===== src/rtl/serial_subtractor_pkg.sv =====
// Shared definitions for the bit-serial subtractor: FSM state encoding and
// the derivation of the bit-counter width from the operand width.
package serial_subtractor_pkg;

   typedef enum logic [1:0] {
      IDLE = 2'd0,
      RUN  = 2'd1,
      DONE = 2'd2
   } state_t;

   localparam int unsigned DEFAULT_WIDTH = 8;

   // Counter width is clog2(width); never less than one bit.
   function automatic int unsigned cnt_width(input int unsigned width);
      return (width <= 2) ? 1 : $clog2(width);
   endfunction

endpackage


===== src/rtl/serial_subtractor_full_subtractor.sv =====
// One-bit full subtractor cell: d = a - b - bin, with borrow out.
// Purely combinational, gate-level, mirroring the adder cell.
module full_subtractor (
   input  logic a,
   input  logic b,
   input  logic bin,
   output logic d,
   output logic bout
);

   logic a_xor_b;

   assign a_xor_b = a ^ b;
   assign d       = a_xor_b ^ bin;
   assign bout    = (~a & b) | (~a_xor_b & bin);

endmodule


===== src/rtl/serial_subtractor.sv =====
// Bit-serial unsigned subtractor: accepts a/b over a valid/ready handshake,
// computes a - b LSB-first one bit per clock through a single full-subtractor
// cell, then presents diff/borrow/zero over a second valid/ready handshake.
module serial_subtractor
   import serial_subtractor_pkg::*;
#(
   parameter int WIDTH = DEFAULT_WIDTH
) (
   input  logic             clk,
   input  logic             rst_n,
   input  logic             in_valid,
   output logic             in_ready,
   input  logic [WIDTH-1:0] a,
   input  logic [WIDTH-1:0] b,
   output logic             out_valid,
   input  logic             out_ready,
   output logic [WIDTH-1:0] diff,
   output logic             borrow,
   output logic             zero
);

   localparam int unsigned   CW   = cnt_width(WIDTH);
   localparam logic [CW-1:0] LAST = CW'(WIDTH - 1);

   state_t           state;
   logic [WIDTH-1:0] a_sr;
   logic [WIDTH-1:0] b_sr;
   logic             br;
   logic             zacc;
   logic [CW-1:0]    cnt;
   logic             d_bit;
   logic             br_next;

   full_subtractor u_fs (
      .a    (a_sr[0]),
      .b    (b_sr[0]),
      .bin  (br),
      .d    (d_bit),
      .bout (br_next)
   );

   // Control FSM plus serial datapath; diff doubles as the result shift
   // register, so it is cleared on load and fills from the MSB end.
   always_ff @(posedge clk or negedge rst_n) begin
      if (!rst_n) begin
         state     <= IDLE;
         in_ready  <= 1'b0;
         out_valid <= 1'b0;
         a_sr      <= '0;
         b_sr      <= '0;
         diff      <= '0;
         br        <= 1'b0;
         zacc      <= 1'b0;
         cnt       <= '0;
         borrow    <= 1'b0;
         zero      <= 1'b0;
      end else begin
         case (state)
            IDLE: begin
               in_ready  <= 1'b1;
               out_valid <= 1'b0;
               if (in_valid && in_ready) begin
                  a_sr     <= a;
                  b_sr     <= b;
                  diff     <= '0;
                  br       <= 1'b0;
                  zacc     <= 1'b1;
                  cnt      <= '0;
                  in_ready <= 1'b0;
                  state    <= RUN;
               end
            end
            RUN: begin
               a_sr <= a_sr >> 1;
               b_sr <= b_sr >> 1;
               diff <= {d_bit, diff[WIDTH-1:1]};
               br   <= br_next;
               zacc <= zacc & ~d_bit;
               cnt  <= cnt + 1'b1;
               if (cnt == LAST) begin
                  borrow    <= br_next;
                  zero      <= zacc & ~d_bit;
                  out_valid <= 1'b1;
                  state     <= DONE;
               end
            end
            DONE: begin
               if (out_ready) begin
                  out_valid <= 1'b0;
                  in_ready  <= 1'b1;
                  state     <= IDLE;
               end
            end
            default: begin
               in_ready  <= 1'b0;
               out_valid <= 1'b0;
               state     <= IDLE;
            end
         endcase
      end
   end

endmodule


===== config.mk =====
export PLATFORM = sky130hd
export DESIGN_NAME = serial_subtractor
export DESIGN_NICKNAME = d
export VERILOG_FILES = /design/src/rtl/serial_subtractor_pkg.sv /design/src/rtl/serial_subtractor_full_subtractor.sv /design/src/rtl/serial_subtractor.sv
export SDC_FILE = /design/constraint.sdc
export NUM_CORES = 1
export LEC_CHECK = 0
export ABC_CLOCK_PERIOD_IN_PS = 3400
export BUFFER_PORTS_ARGS = -buffer_cell sky130_fd_sc_hd__buf_2
export CORE_MARGIN = 3
export CORE_UTILIZATION = 45
export DETAILED_ROUTE_END_ITERATION = 10
export PLACE_DENSITY = 0.77
export SETUP_SLACK_MARGIN = 0.02
export SLEW_MARGIN = 0
export SYNTH_ARGS = -nofsm -noshare
export SYNTH_HDL_FRONTEND = slang
export SYNTH_SLANG_ARGS = --single-unit

===== constraint.sdc =====
create_clock -name clk -period 3.4 [get_ports clk]
set_input_delay 0.68 -clock clk [delete_from_list [all_inputs] [get_ports clk]]
set_output_delay 0.68 -clock clk [all_outputs]
set_load 0.01 [all_outputs]

==> results of run 1 <==
## kinds of logic (layout without fill, tap and decap cells)
logic type / Yosys count / in the layout / synth area share (%)
fa+ha+maj: 3 / 3 / 2.91
buf+inv: 14 / 43 / 5.08
mux: 14 / 14 / 9.04
flops: 35 / 35 / 56.5
simple gates: 17 / 17 / 5.57
compound gates: 54 / 54 / 20.9
## worst max-delay path by stage
stage,end,slack [ns],cells past startpoint
after floorplan,diff[0],1.85,5
after global placement,diff[2],1.15,4
after detailed placement,b_sr[5],1.07,4
after CTS,b_sr[4],1.28,3
after global routing,b_sr[6],1.10,3
final,a_sr[6],1.27,3
## flip-flops by register name, indices dropped and copies added (netlist names)
register	count
diff	8
borrow	1
b_sr	8
br	1
out_valid	1
cnt	3
state	2
zacc	1
in_ready	1
a_sr	8
zero	1
## Yosys cell counts
master	n
dfrtp_1	35
o21ai_1	21
o21ai_0	15
mux2i_1	14
a22o_1	10
nand2_1	6
inv_1	4
nor2_1	4
buf_2	3
clkbuf_1	3
a21oi_1	2
a22oi_1	2
buf_4	2
buf_6	2
ha_1	2
nand2b_1	2
nand3b_1	2
a21oi_2	1
and3b_1	1
fa_1	1
nor2b_1	1
o21a_1	1
o22ai_1	1
o32ai_1	1
or2_1	1
## final cells by class
cell class | instances | area [um2]
Fill cell | 296 | 1400
Sequential cell | 35 | 876
Multi-Input combinational cell | 88 | 596
Timing Repair Buffer | 31 | 155
Tap cell | 44 | 55.1
Clock buffer | 6 | 51.3
Clock inverter | 2 | 35.0
Inverter | 4 | 15.0
## where the power goes
group	internal, mW	switching [mW]
Combinational	0.313	0.379
Sequential	0.596	0.141
Clock	0.174	0.138
## through the flow
step	power, mW	util (%)
2_1_floorplan	1.29	-
3_3_place_gp	1.41	53.4
3_5_place_dp	1.45	53.4
4_1_cts	1.76	56.1
5_1_grt	1.89	56.1
6_report	1.74	56.1
## routing by layer
metal | up-vias | global-route usage (%) | wire [um]
met2 | 35 | 25.5 | 1420
met1 | 567 | 19.8 | 1330
met5 | - | 0 | 0
met3 | 7 | 4.51 | 181
met4 | 0 | 7.12 | 57
li1 | 546 | - | -
## worst max-delay path: cells and delay by family, from the launching register on
kind	cells	cell delay, ns
muxes	1	0.30
DFF	1	0.80
and+or+nand+nor	1	0.80
AOI/OAI and AO/OA	1	0.08
==> impl_metrics.json, run 1 <==
{
  "grt_first_pass_wirelength_um": 5020,
  "cts_max_path_buffers": 2,
  "maxCapViolations": 0,
  "clk_latency_ns": 0.34,
  "crit_fanout": 25,
  "ctsResizeCount": 0,
  "grt-ovfl-total": 0,
  "min_period_ns": 2.13,
  "placedCellCount": 202,
  "fmax_ghz": 0.469,
  "max_stage_delay_ns": 0.80,
  "num_antenna_cells": 0,
  "peakVddDrop_v": 0.000532,
  "grt_pass1_vias": 1116,
  "cts.sinks": 35,
  "holdWs_ns": 0.395,
  "synth_area_leaders": "dfrtp_1, mux2i_1, o21ai_1",
  "startpoint_type": "register",
  "syn2layout_area_growth_pct": 15.0,
  "htree_num_levels": 2,
  "hold_buffers": 0,
  "die_x_um": 64.7,
  "cp_cell_sequence": "nand2b_1, mux2i_1, o21ai_1",
  "end_kind": "register",
  "slew_violations": 0,
  "via_count": 1155,
  "timing.rr.start": "state[1]",
  "arrival_ns": 2.33,
  "grt_usage_pct": 15.8,
  "place_ws_ns": 1.07,
  "worstSetupPathType": "register to register",
  "cts_tree": "built",
  "synth_area_um2": 1550,
  "final_area_um2": 1780,
  "drtIter0Drc": 46,
  "yosysSeqAreaShare_pct": 56.5,
  "synthDistinctLibCells": 25,
  "routed_wl_um": 3000,
  "fin_setup_tns_ns": 0,
  "hpwl_um": 2050,
  "io_buffers": 31,
  "yosys_warnings": 0,
  "slowest_stage": "dfrtp_1",
  "synth.largest_area_cell": "dfrtp_1",
  "netlist_instances": 137,
  "tightest_slew_ns": 0.919,
  "mostFrequentLayoutCells": "dfrtp_1, buf_2, o21ai_1",
  "synth_area_per_cell_um2": 11.3,
  "setup_viol": 0,
  "antenna_found_initial": 0,
  "worstReg2RegEnd": "a_sr[6]",
  "worstRegToRegCells": 3,
  "synth_top_area_share_pct": 56.5,
  "drt_pass1_iterations": 4,
  "routedWlPerCell_um": 14.3,
  "placedInstanceArea_um2": 1700,
  "power_density_nw_per_um2": 976,
  "leakage_nw": 0.855,
  "status": "finished, final reports clean",
  "dieArea_um2": 4190,
  "cp.required_ns": 3.60,
  "finalWorstSetupSlack_ns": 1.27,
  "cts_made_buffers": 5,
  "die_height_um": 64.7,
  "postCtsSetupBuffers": 0,
  "final_cells": 210,
  "ant_nets": 0,
  "layout.nets": 188,
  "core_region_area_um2": 3180,
  "ys_ff_latch": 35,
  "via_per_inst": 5.50,
  "clockRootBuffer": "clkbuf_4",
  "grt_max_degree": 36,
  "synth_nets": 160,
  "routabilityCongestion": 0.789,
  "cp-startpoint": "state[1]",
  "drive_gt1_share_pct": 24.1,
  "ios": 32,
  "final_common_cell": "dfrtp_1",
  "finalHoldViolCount": 0,
  "drc": 0,
  "fin_crit_sh_pct": 62.7,
  "rsz0062_at_grt": "no",
  "cts.clk_slew.worst_paths_ns": 0.10,
  "initial_core_util_pct": 48.8,
  "maxSlewHeadroom_pct": 38.7,
  "row_count": 20,
  "min_path_type": "primary input to async pin",
  "clock_skew_ns": 0.0112,
  "rrSetupSlack_ns": 1.27
}
Power figures use the tool's default switching activity.
==> inputs of run 2 (changes only) <==
--- a/config.mk
+++ b/config.mk
@@ -5,7 +5,7 @@
 export SDC_FILE = /design/constraint.sdc
 export NUM_CORES = 1
 export LEC_CHECK = 0
-export ABC_CLOCK_PERIOD_IN_PS = 3400
+export ABC_CLOCK_PERIOD_IN_PS = 2110
 export BUFFER_PORTS_ARGS = -buffer_cell sky130_fd_sc_hd__buf_2
 export CORE_MARGIN = 3
 export CORE_UTILIZATION = 45
==> constraint.sdc (replaced) <==
create_clock -name clk -period 2.11 [get_ports clk]
set_input_delay 0.422 -clock clk [delete_from_list [all_inputs] [get_ports clk]]
set_output_delay 0.422 -clock clk [all_outputs]
set_load 0.01 [all_outputs]
==> run 2 against run 1 <==
  * Sequential share of layout area shrank 0.55 points
  * Total power is 60% higher
  * Maximum frequency rose by 37%
  * Clock skew down 0.0052 ns
  * Hold slack got worse by 0.25 ns
  * Count of clock-buffer cells in the layout is 2 higher
  * Wire length increased by 0.50%
  * Register-to-register slack lost 0.72 ns
  * Combinational power increased by 75%
  * Cell area rose by 1.1%
  * Final cell count up 2.4%
  * Sequential power grew 60%
==> impl_metrics.json, run 2 (synthesis gave the netlist of run 1 again) <==
{
  "status": "finished, final reports clean",
  "clock_skew_ns": 0.00603,
  "final_area_um2": 1800,
  "ctsResizeCount": 0,
  "drc": 0,
  "min_period_ns": 1.56,
  "cp_cell_sequence": "a21oi_2, or2_1, buf_4, o21ai_1",
  "ant_nets": 0,
  "cp-startpoint": "state[0]",
  "num_antenna_cells": 0,
  "fmax_ghz": 0.642,
  "path_buf_inv": 1,
  "cts_max_path_buffers": 2,
  "peakVddDrop_v": 0.000665,
  "htree_num_levels": 2,
  "arrival_ns": 1.77,
  "hold_buffers": 0,
  "slowest_stage": "dfrtp_1",
  "mostFrequentLayoutCells": "dfrtp_1, buf_2, o21ai_1",
  "dieArea_um2": 4190,
  "drt_pass1_iterations": 6,
  "end_kind": "register",
  "initial_core_util_pct": 48.8,
  "min_path_type": "primary input to async pin",
  "io_buffers": 31,
  "postCtsSetupBuffers": 0,
  "fin_setup_tns_ns": 0,
  "maxSlewHeadroom_pct": 49.9,
  "worstSetupPathType": "register to register",
  "routabilityCongestion": 0.771,
  "final_common_cell": "dfrtp_1",
  "fin_crit_sh_pct": 73.8,
  "reg_top3": "a_sr x8, b_sr x8, diff x8",
  "setup_viol": 0,
  "power_density_nw_per_um2": 1540,
  "timing.rr.start": "state[0]",
  "via_per_inst": 5.36,
  "slew_violations": 0,
  "maxCapViolations": 0,
  "rrSetupSlack_ns": 0.55,
  "grt_pass1_vias": 1168,
  "row_count": 20,
  "core_region_area_um2": 3180,
  "die_x_um": 64.7,
  "cts_tree": "built",
  "cts.clk_slew.worst_paths_ns": 0.10,
  "rsz0062_at_grt": "no",
  "grt_usage_pct": 16.7,
  "routed_wl_um": 3010,
  "postLayoutCoreUtil_pct": 56.7,
  "layout.nets": 193,
  "cts.sinks": 35,
  "power_mw": 2.78,
  "drive_gt1_share_pct": 25.7,
  "routedWlPerCell_um": 14.0,
  "fillers": 302,
  "final_cells": 215,
  "syn2layout_area_growth_pct": 16.3,
  "grt_first_pass_wirelength_um": 5320,
  "grt-ovfl-total": 0,
  "via_count": 1153,
  "crit_fanout": 14,
  "placedInstanceArea_um2": 1730,
  "critPathTopFamily": "flip-flops",
  "antenna_found_initial": 0,
  "leakage_nw": 0.871,
  "cp.required_ns": 2.32,
  "cts_made_buffers": 5,
  "hpwl_um": 2240,
  "grt_max_degree": 36,
  "placedCellCount": 207,
  "die_height_um": 64.7,
  "drtIter0Drc": 65,
  "clockRootBuffer": "clkbuf_4",
  "startpoint_type": "register",
  "finalHoldViolCount": 0,
  "tightest_slew_ns": 0.751,
  "ios": 32,
  "clk_latency_ns": 0.33,
  "max_stage_delay_ns": 0.53
}
run 2: cell types whose count changed in the layout (fill, tap and decap cells not counted), sizes merged:
| cell | before | now |
|---|---|---|
| buf | 31 | 36 |
| bufinv | 1 | 0 |
| clkbuf | 6 | 8 |
| clkinv | 1 | 0 |
run 2: path summary, 6_finish.rpt:
kind / to / cells past startpoint
min: diff[2] / 1
max: a_sr[2] / 4
max in group asynchronous: a_sr[4] / 1
max reg2reg: a_sr[2] / 4
min reg2reg: cnt[0] / 1
min in group clk: b_sr[4] / 3
run 2: routing by layer:
layer  track usage (%)  part of all wire (%)  vias up
met1              21.5                    43      556
met3              5.89                   6.9        6
met5                 0                     0        -
li1                  -                     -      555
met2              25.9                    48       36
met4              6.33                   1.9        0
run 2: power breakdown:
part,internal (mW),switching [mW]
Combinational,0.561,0.644
Clock,0.196,0.204
Sequential,0.961,0.216
run 2: cell type report:
| class | count | area, um2 | area share [%] |
|---|---|---|---|
| sequential | 35 | 876 | 48.6 |
| multi-input combinational | 88 | 596 | 33.0 |
| timing repair buffer | 36 | 193 | 10.7 |
| clock buffer | 8 | 68.8 | 3.82 |
| tap | 44 | 55.1 | 3.05 |
| inverter | 4 | 15.0 | 0.833 |
run 2: through the flow:
step	hold slack, ns	worst slack, ns
floorplan	0.126	0.760
global placement	0.468	0.603
detailed placement	0.478	0.558
CTS	0.158	0.551
global route	0.188	0.383
finish	0.147	0.553
==> inputs of run 3 (changes only) <==
--- a/config.mk
+++ b/config.mk
@@ -5,7 +5,7 @@
 export SDC_FILE = /design/constraint.sdc
 export NUM_CORES = 1
 export LEC_CHECK = 0
-export ABC_CLOCK_PERIOD_IN_PS = 2110
+export ABC_CLOCK_PERIOD_IN_PS = 1600
 export BUFFER_PORTS_ARGS = -buffer_cell sky130_fd_sc_hd__buf_2
 export CORE_MARGIN = 3
 export CORE_UTILIZATION = 45
==> constraint.sdc (replaced) <==
create_clock -name clk -period 1.6 [get_ports clk]
set_input_delay 0.32 -clock clk [delete_from_list [all_inputs] [get_ports clk]]
set_output_delay 0.32 -clock clk [all_outputs]
set_load 0.01 [all_outputs]
==> run 3 against run 2 <==
  * Die area stayed put
  * Non-clock buffer count up 6
  * Clock power up 13%
  * Count of clock-buffer cells in the layout is 1 lower
  * Total power is 33% higher
  * Critical endpoint is now zacc
  * Highest routed layer unchanged
==> impl_metrics.json, run 3 (synthesis gave the netlist of run 1 again) <==
{
  "cts.sinks": 35,
  "fillers": 275,
  "tightest_slew_ns": 0.435,
  "power_density_nw_per_um2": 2000,
  "clock_skew_ns": 0.00523,
  "fin_setup_tns_ns": 0,
  "pwr-share-seq_pct": 41.4,
  "switchingPower_mw": 1.45,
  "fmax_ghz": 0.722,
  "io_buffers": 31,
  "rsz0062_at_grt": "no",
  "grt_max_degree": 21,
  "postCtsSetupBuffers": 0,
  "final_common_cell": "dfrtp_1",
  "ctsResizeCount": 0,
  "drc": 0,
  "final_area_um2": 1840,
  "switching_share_pct": 39.3,
  "end_kind": "register",
  "maxSlewHeadroom_pct": 71.0,
  "routedWlPerCell_um": 14.7,
  "clk_latency_ns": 0.33,
  "cts.clk_slew.worst_paths_ns": 0.10,
  "peakVddDrop_v": 0.000858,
  "clockRootBuffer": "clkbuf_4",
  "grt_first_pass_wirelength_um": 5430,
  "maxCapViolations": 0,
  "row_count": 20,
  "p_int_mw": 2.24,
  "grt-ovfl-total": 0,
  "setup_viol": 0,
  "arrival_ns": 1.61,
  "power_mw": 3.69,
  "die_x_um": 64.7,
  "min_period_ns": 1.39,
  "hold_buffers": 1,
  "min_path_type": "primary input to register",
  "die_height_um": 64.7,
  "grt_pass1_vias": 1152,
  "ant_nets": 0,
  "finalHoldViolCount": 0,
  "grt_usage_pct": 17.2,
  "cts_max_path_buffers": 2,
  "holdWs_ns": 0.258,
  "crit_fanout": 2,
  "htree_num_levels": 2,
  "drive_gt1_share_pct": 27.1,
  "fin_crit_sh_pct": 86.6,
  "via_per_inst": 5.41,
  "syn2layout_area_growth_pct": 19.0,
  "placedInstanceArea_um2": 1780,
  "reg_top3": "a_sr x8, b_sr x8, diff x8",
  "drt_pass1_iterations": 4,
  "num_antenna_cells": 0,
  "slew_violations": 0,
  "cp.required_ns": 1.83,
  "dieArea_um2": 4190,
  "status": "finished, final reports clean",
  "hpwl_um": 2460,
  "drtIter0Drc": 57,
  "routed_wl_um": 3250,
  "cts_made_buffers": 5,
  "startpoint_type": "register",
  "layout.nets": 199,
  "via_count": 1195,
  "antenna_found_initial": 0,
  "ios": 32,
  "routabilityCongestion": 0.770,
  "leakage_nw": 0.895,
  "core_region_area_um2": 3180,
  "mostFrequentLayoutCells": "dfrtp_1, buf_2, o21ai_1",
  "power_frac_clock_pct": 12.3,
  "comb_power_share_pct": 46.3,
  "cts_tree": "built",
  "worstSetupPathType": "register to register",
  "initial_core_util_pct": 48.8
}
run 3: changes by cell type in the layout (fill, tap and decap cells not counted), sizes merged:
cell	previous run	this run
buf	36	41
clkbuf	8	7
clkinv	0	1
dlygate4sd3	0	1
run 3: final timing paths:
kind	from	to	slack, ns	cells after the start
max	br	zacc	0.21	5
min reg2reg	cnt[0]	cnt[0]	0.50	1
min	b[2]	b_sr[2]	0.26	3
min in group asynchronous	rst_n	diff[2]	0.45	2
max reg2reg	br	zacc	0.21	5
max in group asynchronous	rst_n	br	0.71	3
run 3: worst max-delay path, stage by stage (launching register included):
cell and delay (ns):
dfrtp_1 0.34, inv_1 0.06, fa_1 0.57, inv_1 0.06, o21ai_0 0.16, o21ai_1 0.08
run 3: power groups by stage:
stage / combinational, mW / clock (mW) / sequential (mW)
final: 1.71 / 0.452 / 1.53
after global routing: 1.92 / 0.500 / 1.58
after CTS: 1.73 / 0.460 / 1.53
after detailed placement: 1.72 / 0 / 1.55
after global placement: 1.63 / 0 / 1.51
after floorplan: 1.23 / 0 / 1.52
run 3: final cells by class:
| cell class | count | area [um2] | area share, % |
|---|---|---|---|
| Inverter | 4 | 15.0 | 0.814 |
| Sequential cell | 35 | 876 | 47.5 |
| Timing Repair Buffer | 42 | 253 | 13.7 |
| Multi-Input combinational cell | 88 | 596 | 32.3 |
| Clock inverter | 1 | 5.00 | 0.271 |
| Clock buffer | 7 | 45.0 | 2.44 |
| Tap cell | 44 | 55.1 | 2.99 |
run 3: layer usage:
layer / part of all wire [%] / vias to the layer above / GRT usage [%]
met5: 0 / - / 0
met2: 49 / 32 / 27.7
met3: 5.6 / 6 / 5.37
li1: - / 571 / -
met1: 44 / 586 / 21.9
met4: 1.6 / 0 / 6.33
run 3: metrics by stage:
stage	utilization (%)	setup WS, ns	std cells
after floorplan	-	0.250	137
after global placement	56.1	0.326	212
after detailed placement	56.1	0.213	212
after CTS	58.0	0.209	221
after global routing	58.0	0.103	221
final	58.0	0.214	221
